===== config.mk =====
export PLATFORM = sky130hd
export DESIGN_NAME = seq_detector_param_flat
export DESIGN_NICKNAME = d
export VERILOG_FILES = /design/src/rtl/seq_det_pkg.sv /design/src/rtl/seq_det_if.sv /design/src/rtl/seq_det_hist.sv /design/src/rtl/seq_detector_param.sv /design/src/flat_wrapper.sv
export SDC_FILE = /design/constraint.sdc
export NUM_CORES = 1
export LEC_CHECK = 0
export CAP_MARGIN = 20
export CORE_MARGIN = 3
export CORE_UTILIZATION = 43
export CTS_BUF_LIST = sky130_fd_sc_hd__clkbuf_16
export DETAILED_ROUTE_END_ITERATION = 7
export GPL_TIMING_DRIVEN = 0
export PLACE_DENSITY = 0.73
export SYNTH_ARGS = -nofsm -noshare
export SYNTH_HDL_FRONTEND = slang
export SYNTH_SLANG_ARGS = --single-unit

===== constraint.sdc =====
create_clock -name clk -period 2.1 [get_ports clk]
set_input_delay 0.42 -clock clk [delete_from_list [all_inputs] [get_ports clk]]
set_output_delay 0.42 -clock clk [all_outputs]
set_load 0.01 [all_outputs]

===== src/rtl/seq_det_pkg.sv =====
// Shared types and constants for the parametrised serial pattern detector.
// Optional masked compare is enabled with the SEQ_DET_MASK_EN macro.
package seq_det_pkg;

  localparam int PAT_W_DEF = 4;
  localparam logic [PAT_W_DEF-1:0] PAT_RST_DEF = 4'b1101;
  localparam int FILL_W_DEF = $clog2(PAT_W_DEF + 1);

  // Detector control state, kept alongside the fill count.
  typedef logic [0:0] state_t;
  localparam state_t S_FILL  = 1'b0;
  localparam state_t S_ARMED = 1'b1;

  // Width of a counter that must hold 0..pat_w inclusive.
  function automatic int fill_w(input int pat_w);
    return $clog2(pat_w + 1);
  endfunction

endpackage


===== src/rtl/seq_det_if.sv =====
// Bit-stream, pattern-control and status bundle for seq_detector_param.
// pat_mask_in exists only when SEQ_DET_MASK_EN is defined.
interface seq_det_if #(
  parameter int PAT_W = 4,
  parameter int CNT_W = 8
);
  import seq_det_pkg::*;

  // in_valid qualifies in_data for one cycle; there is no ready, the detector
  // accepts every qualified bit, so the source never stalls.
  logic             in_valid;
  logic             in_data;
  logic             pat_load;
  logic [PAT_W-1:0] pat_in;
`ifdef SEQ_DET_MASK_EN
  logic [PAT_W-1:0] pat_mask_in;
`endif
  logic             overlap;
  logic             cnt_clr;
  logic             match;
  logic [CNT_W-1:0] match_cnt;
  logic             armed;
  state_t           dbg_state;
  logic [PAT_W-1:0] dbg_hist;

  modport master (
    output in_valid, in_data, pat_load, pat_in,
`ifdef SEQ_DET_MASK_EN
    output pat_mask_in,
`endif
    output overlap, cnt_clr,
    input  match, match_cnt, armed, dbg_state, dbg_hist
  );

  modport slave (
    input  in_valid, in_data, pat_load, pat_in,
`ifdef SEQ_DET_MASK_EN
    input  pat_mask_in,
`endif
    input  overlap, cnt_clr,
    output match, match_cnt, armed, dbg_state, dbg_hist
  );

endinterface


===== src/rtl/seq_det_hist.sv =====
// Serial history shift register with a saturating fill count.
// clr wins over shift; armed mirrors (fill == PAT_W) as a register.
module seq_det_hist #(
  parameter int PAT_W = 4,
  parameter int FW    = 3
) (
  input  logic             clk,
  input  logic             rst,
  input  logic             shift,
  input  logic             clr,
  input  logic             bit_in,
  output logic [PAT_W-1:0] hist,
  output logic [FW-1:0]    fill,
  output logic             armed
);

  localparam logic [FW-1:0] FULL = FW'(PAT_W);
  localparam logic [FW-1:0] LAST = FW'(PAT_W - 1);

  always_ff @(posedge clk) begin
    if (rst || clr) begin
      hist  <= '0;
      fill  <= '0;
      armed <= 1'b0;
    end else if (shift) begin
      hist <= {hist[PAT_W-2:0], bit_in};
      if (fill != FULL) begin
        fill <= fill + 1'b1;
      end
      // The window becomes full on this shift or already was.
      armed <= (fill == LAST) || (fill == FULL);
    end
  end

endmodule


===== src/rtl/seq_detector_param.sv =====
// Runtime-loadable serial pattern detector with overlap control and a
// saturating match counter. Define SEQ_DET_MASK_EN for a don't-care mask.
module seq_detector_param
  import seq_det_pkg::*;
#(
  parameter int               PAT_W   = PAT_W_DEF,
  parameter logic [PAT_W-1:0] PAT_RST = PAT_W'(PAT_RST_DEF),
  parameter int               CNT_W   = 8
) (
  input logic     clk,
  input logic     rst,
  seq_det_if.slave bus
);

  localparam int FW = fill_w(PAT_W);
  localparam logic [FW-1:0]    LAST    = FW'(PAT_W - 1);
  localparam logic [CNT_W-1:0] CNT_MAX = {CNT_W{1'b1}};

  logic [PAT_W-1:0] pat_reg;
  logic [PAT_W-1:0] hist;
  logic [PAT_W-1:0] cand;
  logic [PAT_W-1:0] diff;
  logic [FW-1:0]    fill;
  logic             hist_armed;
  logic             hit;
  logic             hist_clr;
  logic             hist_shift;
  logic             match_q;
  logic [CNT_W-1:0] cnt_q;
  state_t           state;

  assign cand = {hist[PAT_W-2:0], bus.in_data};

`ifdef SEQ_DET_MASK_EN
  logic [PAT_W-1:0] pat_mask;

  always_ff @(posedge clk) begin
    if (rst) begin
      pat_mask <= '1;
    end else if (bus.pat_load) begin
      pat_mask <= bus.pat_mask_in;
    end
  end

  assign diff = (cand ^ pat_reg) & pat_mask;
`else
  assign diff = cand ^ pat_reg;
`endif

  // A load cycle discards its bit, so it can never complete a match.
  assign hit        = bus.in_valid && !bus.pat_load && (diff == '0) && (fill >= LAST);
  assign hist_clr   = bus.pat_load || (hit && !bus.overlap);
  assign hist_shift = bus.in_valid && !hist_clr;

  seq_det_hist #(
    .PAT_W (PAT_W),
    .FW    (FW)
  ) u_hist (
    .clk    (clk),
    .rst    (rst),
    .shift  (hist_shift),
    .clr    (hist_clr),
    .bit_in (bus.in_data),
    .hist   (hist),
    .fill   (fill),
    .armed  (hist_armed)
  );

  always_ff @(posedge clk) begin
    if (rst) begin
      pat_reg <= PAT_RST;
    end else if (bus.pat_load) begin
      pat_reg <= bus.pat_in;
    end
  end

  always_ff @(posedge clk) begin
    if (rst) begin
      match_q <= 1'b0;
    end else begin
      match_q <= hit;
    end
  end

  // Clear is applied before the increment, so clear plus hit leaves one.
  always_ff @(posedge clk) begin
    if (rst) begin
      cnt_q <= '0;
    end else if (bus.cnt_clr) begin
      cnt_q <= hit ? CNT_W'(1) : '0;
    end else if (hit && (cnt_q != CNT_MAX)) begin
      cnt_q <= cnt_q + 1'b1;
    end
  end

  always_ff @(posedge clk) begin
    if (rst) begin
      state <= S_FILL;
    end else begin
      case (state)
        S_FILL: begin
          if (hist_shift && (fill == LAST)) begin
            state <= S_ARMED;
          end
        end
        S_ARMED: begin
          if (hist_clr) begin
            state <= S_FILL;
          end
        end
        default: state <= S_FILL;
      endcase
    end
  end

  assign bus.match     = match_q;
  assign bus.match_cnt = cnt_q;
  assign bus.armed     = hist_armed;
  assign bus.dbg_state = state;
  assign bus.dbg_hist  = hist;

endmodule


===== src/flat_wrapper.sv =====
// flat-port wrapper written by rule: the top's interface ports become plain ports
module seq_detector_param_flat import seq_det_pkg::*;
#(
  parameter int               PAT_W   = PAT_W_DEF,
  parameter logic [PAT_W-1:0] PAT_RST = PAT_W'(PAT_RST_DEF),
  parameter int               CNT_W   = 8
)
  (clk, rst, bus_in_valid, bus_in_data, bus_pat_load, bus_pat_in, bus_overlap, bus_cnt_clr, bus_match, bus_match_cnt, bus_armed, bus_dbg_state, bus_dbg_hist);
  seq_det_if #(.PAT_W(PAT_W), .CNT_W(CNT_W)) bus_i ();
  input logic clk;
  input logic rst;
  input wire logic [$bits(bus_i.in_valid)-1:0] bus_in_valid;
  input wire logic [$bits(bus_i.in_data)-1:0] bus_in_data;
  input wire logic [$bits(bus_i.pat_load)-1:0] bus_pat_load;
  input wire logic [$bits(bus_i.pat_in)-1:0] bus_pat_in;
  input wire logic [$bits(bus_i.overlap)-1:0] bus_overlap;
  input wire logic [$bits(bus_i.cnt_clr)-1:0] bus_cnt_clr;
  output wire logic [$bits(bus_i.match)-1:0] bus_match;
  output wire logic [$bits(bus_i.match_cnt)-1:0] bus_match_cnt;
  output wire logic [$bits(bus_i.armed)-1:0] bus_armed;
  output wire logic [$bits(bus_i.dbg_state)-1:0] bus_dbg_state;
  output wire logic [$bits(bus_i.dbg_hist)-1:0] bus_dbg_hist;
  assign bus_i.in_valid = bus_in_valid;
  assign bus_i.in_data = bus_in_data;
  assign bus_i.pat_load = bus_pat_load;
  assign bus_i.pat_in = bus_pat_in;
  assign bus_i.overlap = bus_overlap;
  assign bus_i.cnt_clr = bus_cnt_clr;
  assign bus_match = bus_i.match;
  assign bus_match_cnt = bus_i.match_cnt;
  assign bus_armed = bus_i.armed;
  assign bus_dbg_state = bus_i.dbg_state;
  assign bus_dbg_hist = bus_i.dbg_hist;
  seq_detector_param #(.PAT_W(PAT_W), .PAT_RST(PAT_RST), .CNT_W(CNT_W)) u_core (.clk(clk), .rst(rst), .bus(bus_i));
endmodule

==> results of run 1 <==
## layout by cell type (no fill, tap or decap), types with 3 or more instances in the layout
cell type	n
sky130_fd_sc_hd__clkdlybuf4s50_1	23
sky130_fd_sc_hd__buf_4	3
sky130_fd_sc_hd__inv_1	5
sky130_fd_sc_hd__dfxtp_1	20
sky130_fd_sc_hd__nor2_1	11
sky130_fd_sc_hd__nand3_1	4
sky130_fd_sc_hd__nand2_1	4
sky130_fd_sc_hd__a32o_1	4
sky130_fd_sc_hd__xnor2_1	6
sky130_fd_sc_hd__and2b_2	4
sky130_fd_sc_hd__or2_2	3
sky130_fd_sc_hd__nor3_1	8
sky130_fd_sc_hd__a211o_2	4
sky130_fd_sc_hd__a21oi_1	4
sky130_fd_sc_hd__xor2_1	3
sky130_fd_sc_hd__clkbuf_16	3
## metal layers
| layer | part of all wire [%] | wire length, µm | vias up | track usage (%) |
|---|---|---|---|---|
| li1 | - | - | 466 | - |
| met1 | 46 | 1120 | 423 | 18.3 |
| met2 | 50 | 1220 | 18 | 24.0 |
| met3 | 2.9 | 71 | 5 | 2.99 |
| met4 | 1.8 | 43 | 0 | 6.10 |
| met5 | 0 | 0 | - | 0 |
## repair_timing
action | CTS | global route
setup buffers | 2 | 1
pin swaps | 1 | 3
gates resized for setup | 2 | 9
setup endpoints to repair | 5 | 10
## cells in the mapped netlist (all sizes together), types with 4 or more instances
library cell / instances / area share (%)
nor3: 9 / 5.2
inv: 5 / 1.7
nand3: 4 / 1.8
dfxtp: 22 / 40
xnor2: 6 / 4.8
a21oi: 4 / 1.8
ha: 4 / 4.6
nand2: 4 / 1.4
and2b: 4 / 3.2
nor2: 11 / 3.8
a211o: 4 / 3.7
a32o: 4 / 3.7
## cell type report
type                            count  share of cell area, %
Buffer                              4                   2.40
Timing Repair Buffer               27                   17.6
Inverter                            5                   1.24
Sequential cell                    22                   29.7
Tap cell                           28                   2.32
Multi-Input combinational cell     80                   41.8
Clock buffer                        3                   4.98
## cell families (layout without fill, tap and decap cells)
| kind of cell | after synthesis | count (layout) | synth area share [%] |
|---|---|---|---|
| XOR/XNOR | 9 | 9 | 7.23 |
| adder cells (fa/ha/maj) | 4 | 4 | 4.59 |
| multiplexers | 2 | 2 | 1.84 |
| AND/OR/NAND/NOR | 44 | 44 | 25.5 |
| AO/OA/AOI/OAI | 21 | 21 | 15.4 |
| buffers and inverters | 9 | 39 | 5.05 |
| flip-flops | 22 | 22 | 40.4 |
## per-stage QoR
step           hold slack [ps]  cells
2_1_floorplan              481    111
3_3_place_gp               449    163
3_5_place_dp               467    163
4_1_cts                    419    168
5_1_grt                    428    169
6_report                   415    169
## power by group
part / switching (µW) / internal (µW) / leakage, µW
clock network: 145 / 251 / 0.0000370
logic: 33.0 / 40.4 / 0.000351
registers: 5.31 / 423 / 0.000180
## worst min-delay path by stage
stage                           from                     to  slack (ps)  cells past startpoint
2_1_floorplan      u_core.pat_reg[1]      u_core.pat_reg[1]         480                      2
3_3_place_gp   u_core.u_hist.hist[3]  u_core.u_hist.hist[3]         450                      1
3_5_place_dp   u_core.u_hist.hist[3]  u_core.u_hist.hist[3]         470                      1
4_1_cts                 bus_pat_load      u_core.pat_reg[0]         420                      2
5_1_grt                 bus_pat_load      u_core.pat_reg[0]         430                      2
6_report                bus_pat_load      u_core.pat_reg[0]         420                      2
==> results, run 1 <==
- The flow ran to the end, and the final reports show no timing, DRC or antenna violations.
- The height of the chip is 56.3 µm.
- 0 antenna diodes ended up in the layout.
- Static timing analysis puts the maximum clock frequency at 489 MHz.
- After synthesis the netlist holds a flip-flop and latch count of 22.
- The clock tree buffer depth is 2.
- The area taken by flip-flops and latches is 448 µm².
- The gate count after technology mapping is 111.
- After detailed placement, the total cell area comes to 1370 µm².
- The final design instance area without fill is 1510 µm².
- The average vias per placed instance is 5.40.
- The synthesized area is 1090 µm².
- The number of clock sinks is 22.
- The layout cell share with drive strength beyond 1 is 22.7%.
- The worst-skew pair later-pin latency is 250 ps.
- The slowest cell on the critical path is sky130_fd_sc_hd__or4b_1.
- The cell sitting at the root of the clock tree is a sky130_fd_sc_hd__clkbuf_16.
- The most numerous cell type found on the critical path is sky130_fd_sc_hd__ha_4.
- The first global-routing pass estimated 3740 µm of wire.
- The worst slack at placement is -257 ps.
- The first TritonRoute pass finished after 4 iterations.
- Along the worst path, the maximum fanout reaches 6.
- Entering global routing, the biggest net connects 12 pins.
- The routed wire length is 2450 µm.
- The number of global-route vias before repair is 836.
- After layout, the design draws a total of 898 µW.
- The per-cell routed wire length is 14.5 µm.
- The peak supply drop is 471 µV.
- The die is 56.3 µm wide.
- The launching point of the worst reg2reg path is u_core.u_hist.fill[0].
- The initial utilization of the core area, before any placement, comes to 47.4%.
- The most used flip-flop cell after synthesis is sky130_fd_sc_hd__dfxtp_1.
- The register with the most flip-flops in the layout has 8 of them.
- The path class of the tightest hold or removal check is in2reg.
- At the end of routability-driven placement, the weighted congestion stood at 0.722.
- After legalization and detailed placement, the total HPWL measured 1670 µm.
- Counting flops with an async set or reset pin after synthesis yields a share of 0%.
- Data on the critical path arrives at its endpoint at 2190 ps.
- Detailed routing inserted a total of 912 vias.
- The number of nets in the synthesized netlist is 126.
- The number of cells on the worst reg-to-reg path is 8.
- The number of cell rows is 17.
- The critical path startpoint category is a register.
- After detailed routing, the number of remaining DRC violations is 0.
- The number of hold-repair buffers added at the cts stage is 0.
- Yosys printed 0 warnings.
- The setup TNS is 0 ps.
- The hold violation total from the final report came to 0.
- The maximum cell stage delay along the critical path is 490 ps.
- The termination of the worst setup path is u_core.bus.match_cnt[5].
- The worst slew margin relative to its limit is 77.3%.
- The final critical delay including setup and external delays is 2040 ps.
- The share of synthesized area occupied by flip-flops and latches is 40.4%.
- The floorplan die area is 3170 µm².
- STA classifies the critical path endpoint as a register.
- The number of levels in the clock H-tree is 1.
- Max-cap violations in this run came to 0.
- The detail route stage leaves a number of antenna-violating nets equal to 0.
- The final-report max-slew violation count came to 0.
- Summed over all cells, the static leakage comes to 0.000568 µW.
- The endpoint identified for the worst register-to-register timing path is u_core.bus.match_cnt[5].
- Clock skew on the completed layout was measured at 2.35 ps.
- Clock-pin slew was measured on the worst setup and hold paths at 60 ps.
- The slack of the worst reg-to-reg path is 60 ps.
- TritonCTS built the clock tree.
- Across every metal layer, demand over resource in global routing totals 14.6%.
- Across all setup checks in the final design, the least slack found is 55.7 ps.
- Relative to the synthesized area, the layout overhead comes to 38.5%.
- The layout has 195 filler cells.
- During I/O placement, the number of pins put on the boundary was 26.
- The net count of the finished layout is 158.
- The synthesized design contains 0 enable-type register cells.
- The signal on the critical path passes through ha_4, ha_4, a211oi_2, or4b_1, buf_6, nor3_4, a311oi_2, a41o_1.
- The combined area of the multi-input logic cells is 631 µm².
- The number of antenna violations at the first check in global routing is 0.
- The ratio of total power to cell area is 595 nW/µm².
- Once layout is complete, the utilization of the core stands at 65.7%.
- The first element of the critical path is u_core.u_hist.fill[0].
- The final clock period utilization by the worst path is 97.3%.
- Setup violations remaining at the end of the flow were counted as 0.
- The transition time at the pin with the least slew margin is 340 ps.
- The detailed router's first-iteration violation count is 9.
- The cell family contributing the most delay on the critical path is simple AND/OR/NAND/NOR gates.
- Buffers placed on the I/O ports in this run total 24.
- The type of the setup path with the least slack is reg2reg.
- Clock tree synthesis inserted a total of 3 buffers.
- The required arrival time at the worst endpoint is 2250 ps.
- Yosys mapped the design onto 36 distinct sky130hd cell types.
- The critical path buffer and inverter count is 1.
- The number of cells on the critical path is 8.
- Global routing finished with a remaining overflow of 0.
- The floorplan step defined a core boundary enclosing 2300 µm².
- The synthesized area per cell is 9.82 µm².
Power figures use the tool's default switching activity.
==> run 2: changes to the inputs <==
--- a/config.mk
+++ b/config.mk
@@ -6,12 +6,14 @@
 export NUM_CORES = 1
 export LEC_CHECK = 0
 export CAP_MARGIN = 20
+export CELL_PAD_IN_SITES_DETAIL_PLACEMENT = 1
+export CELL_PAD_IN_SITES_GLOBAL_PLACEMENT = 1
 export CORE_MARGIN = 3
-export CORE_UTILIZATION = 43
+export CORE_UTILIZATION = 36
 export CTS_BUF_LIST = sky130_fd_sc_hd__clkbuf_16
 export DETAILED_ROUTE_END_ITERATION = 7
 export GPL_TIMING_DRIVEN = 0
-export PLACE_DENSITY = 0.73
+export PLACE_DENSITY_LB_ADDON = 0.1
 export SYNTH_ARGS = -nofsm -noshare
 export SYNTH_HDL_FRONTEND = slang
 export SYNTH_SLANG_ARGS = --single-unit
==> constraint.sdc (replaced) <==
create_clock -name clk -period 2.18 [get_ports clk]
set_input_delay 0.436 -clock clk [delete_from_list [all_inputs] [get_ports clk]]
set_output_delay 0.436 -clock clk [all_outputs]
set_load 0.01 [all_outputs]
==> run 2 against run 1 <==
Effect of this change:
- clock power shrank 3%
- routed wire length rose by 5.2%
- critical path type unchanged
- via count rose by 3.1%
- final area shrank 1.6%
- critical endpoint unchanged
- sequential share of layout area up 0.31 points
- combinational power fell by 3.1%
- clock skew about the same
- die area grew 17%
- clock-buffer cell count unchanged
==> results, run 2 (synthesized netlist as in run 1, its figures left out) <==
- Status: finished clean (unchanged).
- The hold violation total from the final report came to 0 (unchanged).
- The number of antenna violations at the first check in global routing is 0 (unchanged).
- The register clock-pin slew on the reported worst setup and hold paths came to 60 ps (about the same).
- The worst-skew pair later-pin latency was 250 ps (about the same).
- The slowest cell on the critical path was sky130_fd_sc_hd__or4b_1 (unchanged).
- The cell repeated most along the worst path is sky130_fd_sc_hd__ha_2 (was sky130_fd_sc_hd__ha_4).
- The count of input and output buffers is 24 (unchanged).
- The number of maximum-capacitance constraint violations is 0 (unchanged).
- The number of flip-flops in the largest register is 8 (unchanged).
- The maximum number of pins on one net before global-route repair is 12 (unchanged).
- The leakage power figure is 0.000565 µW (was 0.000568 µW).
- The count of fill cells added during filler insertion came to 326 (was 195).
- Cell-by-cell trace of the critical path: ha_2, ha_2, a211oi_1, or4b_1, buf_6, nor3_4, a311oi_2, a41o_1 (was ha_4, ha_4, a211oi_2, or4b_1, buf_6, nor3_4, a311oi_2, a41o_1).
- The post-layout utilization of the core was 52.5% (was 65.7%).
- The placeable core region is 2830 µm² (was 2300 µm²).
- The average vias per placed instance is 5.47 (was 5.40).
- The data arrival time of the critical path was 2280 ps (was 2190 ps).
- The cell at the root of the clock tree is sky130_fd_sc_hd__clkbuf_16 (unchanged).
- The layout cell share with drive strength beyond 1 is 22.0% (was 22.7%).
- The number of nets at the end of the flow is 158 (unchanged).
- Most frequent cells in the layout: sky130_fd_sc_hd__clkdlybuf4s50_1 (23), sky130_fd_sc_hd__dfxtp_1 (20), sky130_fd_sc_hd__nor2_1 (11), sky130_fd_sc_hd__nor3_1 (8), sky130_fd_sc_hd__xnor2_1 (6) (unchanged).
- The number of detailed-route iterations in the first pass is 4 (unchanged).
- The maximum operating frequency is 470 MHz (was 489 MHz).
- The die width is 61.0 µm (was 56.3 µm).
- The height of the chip is 61.0 µm (was 56.3 µm).
- The transition time at the pin with the least slew margin is 353 ps (was 340 ps).
- The HPWL after detailed placement is 2020 µm (was 1670 µm).
- The post-route worst hold slack is 434 ps (was 415 ps).
- The maximum fanout count along the critical path is 6 (unchanged).
- The signed area change from the synthesized netlist to the final layout is 36.3% (was 38.5%).
- The number of global-route vias before repair is 948 (was 836).
- The type of element capturing the critical path is a register (unchanged).
- The number of hold-repair buffers added at the cts stage was 0 (unchanged).
- The remaining routing DRC violations is 0 (unchanged).
- The routed via count is 940 (was 912).
- The type of the setup path with the least slack is reg2reg (unchanged).
- The effective utilization at floorplan is 38.5% (was 47.4%).
- The clock tree from TritonCTS is built (unchanged).
- The final-report max-slew violation count is 0 (unchanged).
- The required arrival time at the worst endpoint is 2330 ps (was 2250 ps).
- The remaining global-route overflow is 0 (unchanged).
- The peak supply drop is 305 µV (was 471 µV).
- The number of levels in the clock H-tree came to 1 (unchanged).
- The floorplan die area is 3720 µm² (was 3170 µm²).
- The antenna cell count is 0 (unchanged).
- The critical path startpoint category is a register (unchanged).
- The clock skew is 2.64 ps (was 2.35 ps).
- The ratio of total power to cell area is 585 nW/µm² (was 595 nW/µm²).
- The maximum cell stage delay along the critical path was 500 ps (was 490 ps).
- The type of the worst min-delay path is in2reg (unchanged).
- The most common library cell in the layout ignoring fill and taps is sky130_fd_sc_hd__clkdlybuf4s50_1 (unchanged).
- The clock tree buffer depth came to 2 (unchanged).
- The number of cell rows is 19 (was 17).
- The number of buffers created by CTS came to 3 (unchanged).
- The per-cell routed wire length is 15.0 µm (was 14.5 µm).
- The weighted congestion at the end of routability-driven global placement is 0.788 (was 0.722).
- The number of top-level pins is 26 (unchanged).
- The remaining antenna violation count after routing is 0 (unchanged).
- The wire length of the first global-routing pass is 4240 µm (was 3740 µm).
- The final clock period utilization by the worst path is 97.5% (was 97.3%).
- The final critical delay including setup and external delays is 2130 ps (was 2040 ps).
- The final count of negative-setup-slack endpoints is 0 (unchanged).
- The routed wire length came to 2580 µm (was 2450 µm).
- The detailed router's first-iteration violation count is 44 (was 9).
- The worst slew margin relative to its limit is 76.3% (was 77.3%).
- The global-route usage over all layers came to 15.4% (was 14.6%).
- The number of clock sinks came to 22 (unchanged).
[run 2: per-stage QoR]
step	instances	total power, µW	setup WS (ps)	cell area, µm²	TNS (ps)
finish	172	869	54.6	1490	0
global route	172	906	-6.93	1490	-10.5
CTS	169	887	35.3	1450	0
detailed placement	166	494	-214	1370	-1120
global placement	166	491	-186	1370	-821
floorplan	111	462	175	1090	0
[run 2: power breakdown]
group / switching (µW) / internal (µW)
sequential: 4.69 / 408
combinational: 32.2 / 38.8
clock: 143 / 242
total: 180 / 689
[run 2: layout make-up]
type                    instances  area, µm²  area share (%)
inverters                       5       18.8            1.26
multi-input cells              80        606            40.8
flip-flops and latches         22        445            30.0
repair buffers                 27        265            17.9
plain buffers                   4       36.3            2.44
clock buffers                   3       75.1            5.05
well taps                      31       38.8            2.61
[run 2: layer usage]
| metal | GRT usage, % | up-vias | part of all wire [%] |
|---|---|---|---|
| met4 | 7.74 | 0 | 1.9 |
| li1 | - | 463 | - |
| met1 | 19.1 | 455 | 47 |
| met3 | 2.52 | 5 | 3.1 |
| met2 | 25.7 | 17 | 48 |
| met5 | 0 | - | 0 |
[run 2: critical path: cells and delay by family (launching register included)]
kind                     cells  cell delay, ps
AO/OA/AOI/OAI                3             400
adder cells (fa/ha/maj)      2             350
buffers and inverters        1             160
flip-flops                   1             360
AND/OR/NAND/NOR              2             750
[run 2: final timing paths]
path | endpoint | startpoint | slack [ps] | cells after the start
setup / recovery | u_core.bus.match_cnt[5] | u_core.u_hist.fill[1] | 50 | 8
hold / removal | u_core.pat_reg[0] | bus_pat_load | 430 | 2
setup reg to reg | u_core.bus.match_cnt[5] | u_core.u_hist.fill[1] | 50 | 8
hold reg to reg | u_core.u_hist.hist[3] | u_core.u_hist.hist[3] | 490 | 1
[run 2: what timing repair did]
item,4_1_cts,5_1_grt
buffers inserted,0,3
pin swaps,1,4
endpoints found under the setup margin,1,7
gates resized for setup,1,6
==> run 3: changes to the inputs <==
--- a/config.mk
+++ b/config.mk
@@ -5,6 +5,7 @@
 export SDC_FILE = /design/constraint.sdc
 export NUM_CORES = 1
 export LEC_CHECK = 0
+export ABC_AREA = 0
 export CAP_MARGIN = 20
 export CELL_PAD_IN_SITES_DETAIL_PLACEMENT = 1
 export CELL_PAD_IN_SITES_GLOBAL_PLACEMENT = 1
@@ -13,7 +14,8 @@
 export CTS_BUF_LIST = sky130_fd_sc_hd__clkbuf_16
 export DETAILED_ROUTE_END_ITERATION = 7
 export GPL_TIMING_DRIVEN = 0
-export PLACE_DENSITY_LB_ADDON = 0.1
+export PLACE_DENSITY = 0.85
+export RECOVER_POWER = 100
 export SYNTH_ARGS = -nofsm -noshare
 export SYNTH_HDL_FRONTEND = slang
 export SYNTH_SLANG_ARGS = --single-unit
==> run 3 against run 2 <==
Effect of this change:
- sequential share of layout area about the same
- critical path type unchanged
- first-iteration DRC count fell by 77%
- utilization barely moved
- clock skew about the same
- routed wire length increased by 4.6%
- final cell count fell by 0.58%
- setup slack better by 47 ps
- die area stayed put
- clock power hardly changed
- critical path depth is the same
==> results, run 3 (synthesized netlist as in run 1, its figures left out) <==
- Status: finished clean (unchanged).
- The average vias per placed instance is 5.40 (was 5.47).
- The worst slew margin relative to its limit was 75.0% (was 76.3%).
- The placeable core region is 2830 µm² (unchanged).
- The peak supply drop came to 482 µV (was 305 µV).
- The most common library cell in the layout ignoring fill and taps is sky130_fd_sc_hd__dfxtp_1 (was sky130_fd_sc_hd__clkdlybuf4s50_1).
- The maximum number of pins on one net before global-route repair was 13 (was 12).
- The critical register-to-register path endpoint is u_core.bus.match_cnt[5] (unchanged).
- The type of the worst min-delay path is in2reg (unchanged).
- The register clock-pin slew on the reported worst setup and hold paths is 60 ps (about the same).
- The number of clock sinks is 22 (unchanged).
- The global-route usage over all layers is 15.8% (was 15.4%).
- The number of cells on the worst reg-to-reg path is 8 (unchanged).
- The clock tree from TritonCTS is built (unchanged).
- Most frequent cells in the layout: sky130_fd_sc_hd__dfxtp_1 (20), sky130_fd_sc_hd__dlygate4sd3_1 (16), sky130_fd_sc_hd__nor2_1 (11), sky130_fd_sc_hd__nor3_1 (8), sky130_fd_sc_hd__clkdlybuf4s50_1 (7) (was sky130_fd_sc_hd__clkdlybuf4s50_1 (23), sky130_fd_sc_hd__dfxtp_1 (20), sky130_fd_sc_hd__nor2_1 (11), sky130_fd_sc_hd__nor3_1 (8), sky130_fd_sc_hd__xnor2_1 (6)).
- The number of hold-repair buffers added at the cts stage is 0 (unchanged).
- The post-route worst hold slack is 432 ps (was 434 ps).
- The part of the power in the clock network is 44.2% (was 44.3%).
- The count of input and output buffers came to 24 (unchanged).
- The total power consumption of the routed design is 866 µW (was 869 µW).
- The type of element capturing the critical path is a register (unchanged).
- The per-cell routed wire length came to 15.8 µm (was 15.0 µm).
- The weighted congestion at the end of routability-driven global placement came to 0.715 (was 0.788).
- The internal power of the cells is 691 µW (was 689 µW).
- The remaining antenna violation count after routing is 0 (unchanged).
- The layout cell share with drive strength beyond 1 is 20.7% (was 22.0%).
- The clock tree buffer depth is 2 (unchanged).
- The wire length of the first global-routing pass is 4370 µm (was 4240 µm).
- The routed wire length is 2700 µm (was 2580 µm).
- The height of the chip is 61.0 µm (unchanged).
- The worst setup slack after layout is 102 ps (was 54.6 ps).
- The data arrival time of the critical path is 2220 ps (was 2280 ps).
- The die width is 61.0 µm (unchanged).
- The effective utilization at floorplan came to 38.5% (unchanged).
- The final critical delay including setup and external delays came to 2080 ps (was 2130 ps).
- The remaining routing DRC violations is 0 (unchanged).
- The critical path startpoint category is a register (unchanged).
- The maximum operating frequency is 481 MHz (was 470 MHz).
- The number of nets at the end of the flow is 156 (was 158).
- The proportion of power drawn by flip-flops and latches is 47.7% (was 47.5%).
- The number of global-route vias before repair is 971 (was 948).
- The worst-skew pair later-pin latency is 250 ps (about the same).
- The number of antenna violations at the first check in global routing was 0 (unchanged).
- The signed area change from the synthesized netlist to the final layout is 36.4% (was 36.3%).
- The fraction of power consumed by combinational cells is 8.1% (was 8.2%).
- The launching point of the worst reg2reg path was u_core.u_hist.fill[1] (unchanged).
- The switching part of the total power is 20.2% (was 20.7%).
- The slack of the worst reg-to-reg path is 100 ps (was 50 ps).
- The type of the setup path with the least slack is reg2reg (unchanged).
- The number of maximum-capacitance constraint violations is 0 (unchanged).
- The leakage power figure is 0.000616 µW (was 0.000565 µW).
- The number of cells traversed by the worst hold path is 2 (unchanged).
- The remaining global-route overflow came to 0 (unchanged).
- The floorplan die area came to 3720 µm² (unchanged).
- The cell at the root of the clock tree is sky130_fd_sc_hd__clkbuf_16 (unchanged).
- The final count of negative-setup-slack endpoints came to 0 (unchanged).
- The required arrival time at the worst endpoint is 2330 ps (about the same).
- The number of detailed-route iterations in the first pass is 4 (unchanged).
- The antenna cell count is 0 (unchanged).
- The number of top-level pins is 26 (unchanged).
- The endpoint of the worst hold-timing path is u_core.pat_reg[2] (was u_core.pat_reg[0]).
- The routed via count is 924 (was 940).
- The ratio of total power to cell area is 583 nW/µm² (was 585 nW/µm²).
- The maximum fanout count along the critical path came to 6 (unchanged).
- The final clock period utilization by the worst path is 95.3% (was 97.5%).
- The HPWL after detailed placement came to 2040 µm (was 2020 µm).
- The transition time at the pin with the least slew margin is 374 ps (was 353 ps).
- The number of flip-flops in the largest register is 8 (unchanged).
- The number of cell rows was 19 (unchanged).
- The reported net switching power came to 175 µW (was 180 µW).
- The worst hold path startpoint is bus_pat_load (unchanged).
- The number of levels in the clock H-tree is 1 (unchanged).
- The number of buffers created by CTS came to 3 (unchanged).
- The hold violation total from the final report is 0 (unchanged).
- The worst slack at placement is -226 ps (was -214 ps).
- The final-report max-slew violation count is 0 (unchanged).
- The detailed router's first-iteration violation count was 10 (was 44).
- The clock skew is 2.84 ps (was 2.64 ps).
==> run 3: cell types whose count changed in the layout (fill, tap and decap cells not counted), sizes merged <==
cell,delta
clkdlybuf4s50,-16
dlygate4sd3,+16
buf,-2
clkinv,+1
==> run 3: worst max-delay path: stages (launching register included) <==
cell                       delay, ps
sky130_fd_sc_hd__dfxtp_4         360
sky130_fd_sc_hd__ha_1            180
sky130_fd_sc_hd__ha_4            150
sky130_fd_sc_hd__a211oi_2         50
sky130_fd_sc_hd__or4b_1          480
sky130_fd_sc_hd__buf_6           160
sky130_fd_sc_hd__nor3_4          230
sky130_fd_sc_hd__a311oi_2        130
sky130_fd_sc_hd__a41o_1          220
==> run 3: power by group through the flow <==
stage | logic (µW) | registers [µW] | clock network (µW)
final | 70.0 | 413 | 383
after global routing | 76.2 | 414 | 413
after CTS | 71.3 | 414 | 390
after detailed placement | 70.6 | 423 | 0
after global placement | 67.9 | 422 | 0
after floorplan | 39.8 | 422 | 0
==> run 3: final cells by class <==
| cell class | count | area (µm²) |
|---|---|---|
| clock inverters | 1 | 3.75 |
| flip-flops and latches | 22 | 445 |
| repair buffers | 25 | 250 |
| multi-input cells | 80 | 618 |
| inverters | 5 | 18.8 |
| clock buffers | 3 | 75.1 |
| fillers | 315 | 1340 |
| well taps | 31 | 38.8 |
| plain buffers | 4 | 36.3 |
==> run 3: through the flow <==
stage                     TNS (ps)  instances  util [%]  cell area [µm²]
final                            0        171      52.5             1490
after global routing         -4.60        171      52.5             1490
after CTS                        0        170      51.2             1450
after detailed placement      -859        166      48.4             1370
after global placement        -652        166      48.4             1370
after floorplan                  0        111         -             1090
==> run 3: timing repair <==
action | CTS | global route
resized for setup | 0 | 9
pin swaps | 1 | 3
setup buffers | 0 | 1
endpoints found under the setup margin | 1 | 8
==> run 3: worst max-delay path by stage <==
stage          slack, ps                  start                 endpoint
6_report             100  u_core.u_hist.fill[1]  u_core.bus.match_cnt[5]
3_5_place_dp        -230           bus_in_valid  u_core.bus.match_cnt[5]
5_1_grt               -5  u_core.u_hist.fill[1]  u_core.bus.match_cnt[5]
2_1_floorplan        180  u_core.u_hist.fill[1]  u_core.bus.match_cnt[5]
4_1_cts                7  u_core.u_hist.fill[1]  u_core.bus.match_cnt[5]
3_3_place_gp        -170           bus_in_valid  u_core.bus.match_cnt[5]
==> run 3: metal layers <==
layer | global-route usage, % | share of wire [%]
met3 | 3.77 | 2.9
met2 | 27.6 | 53
met5 | 0 | 0
met1 | 18.8 | 42
met4 | 5.57 | 1.7
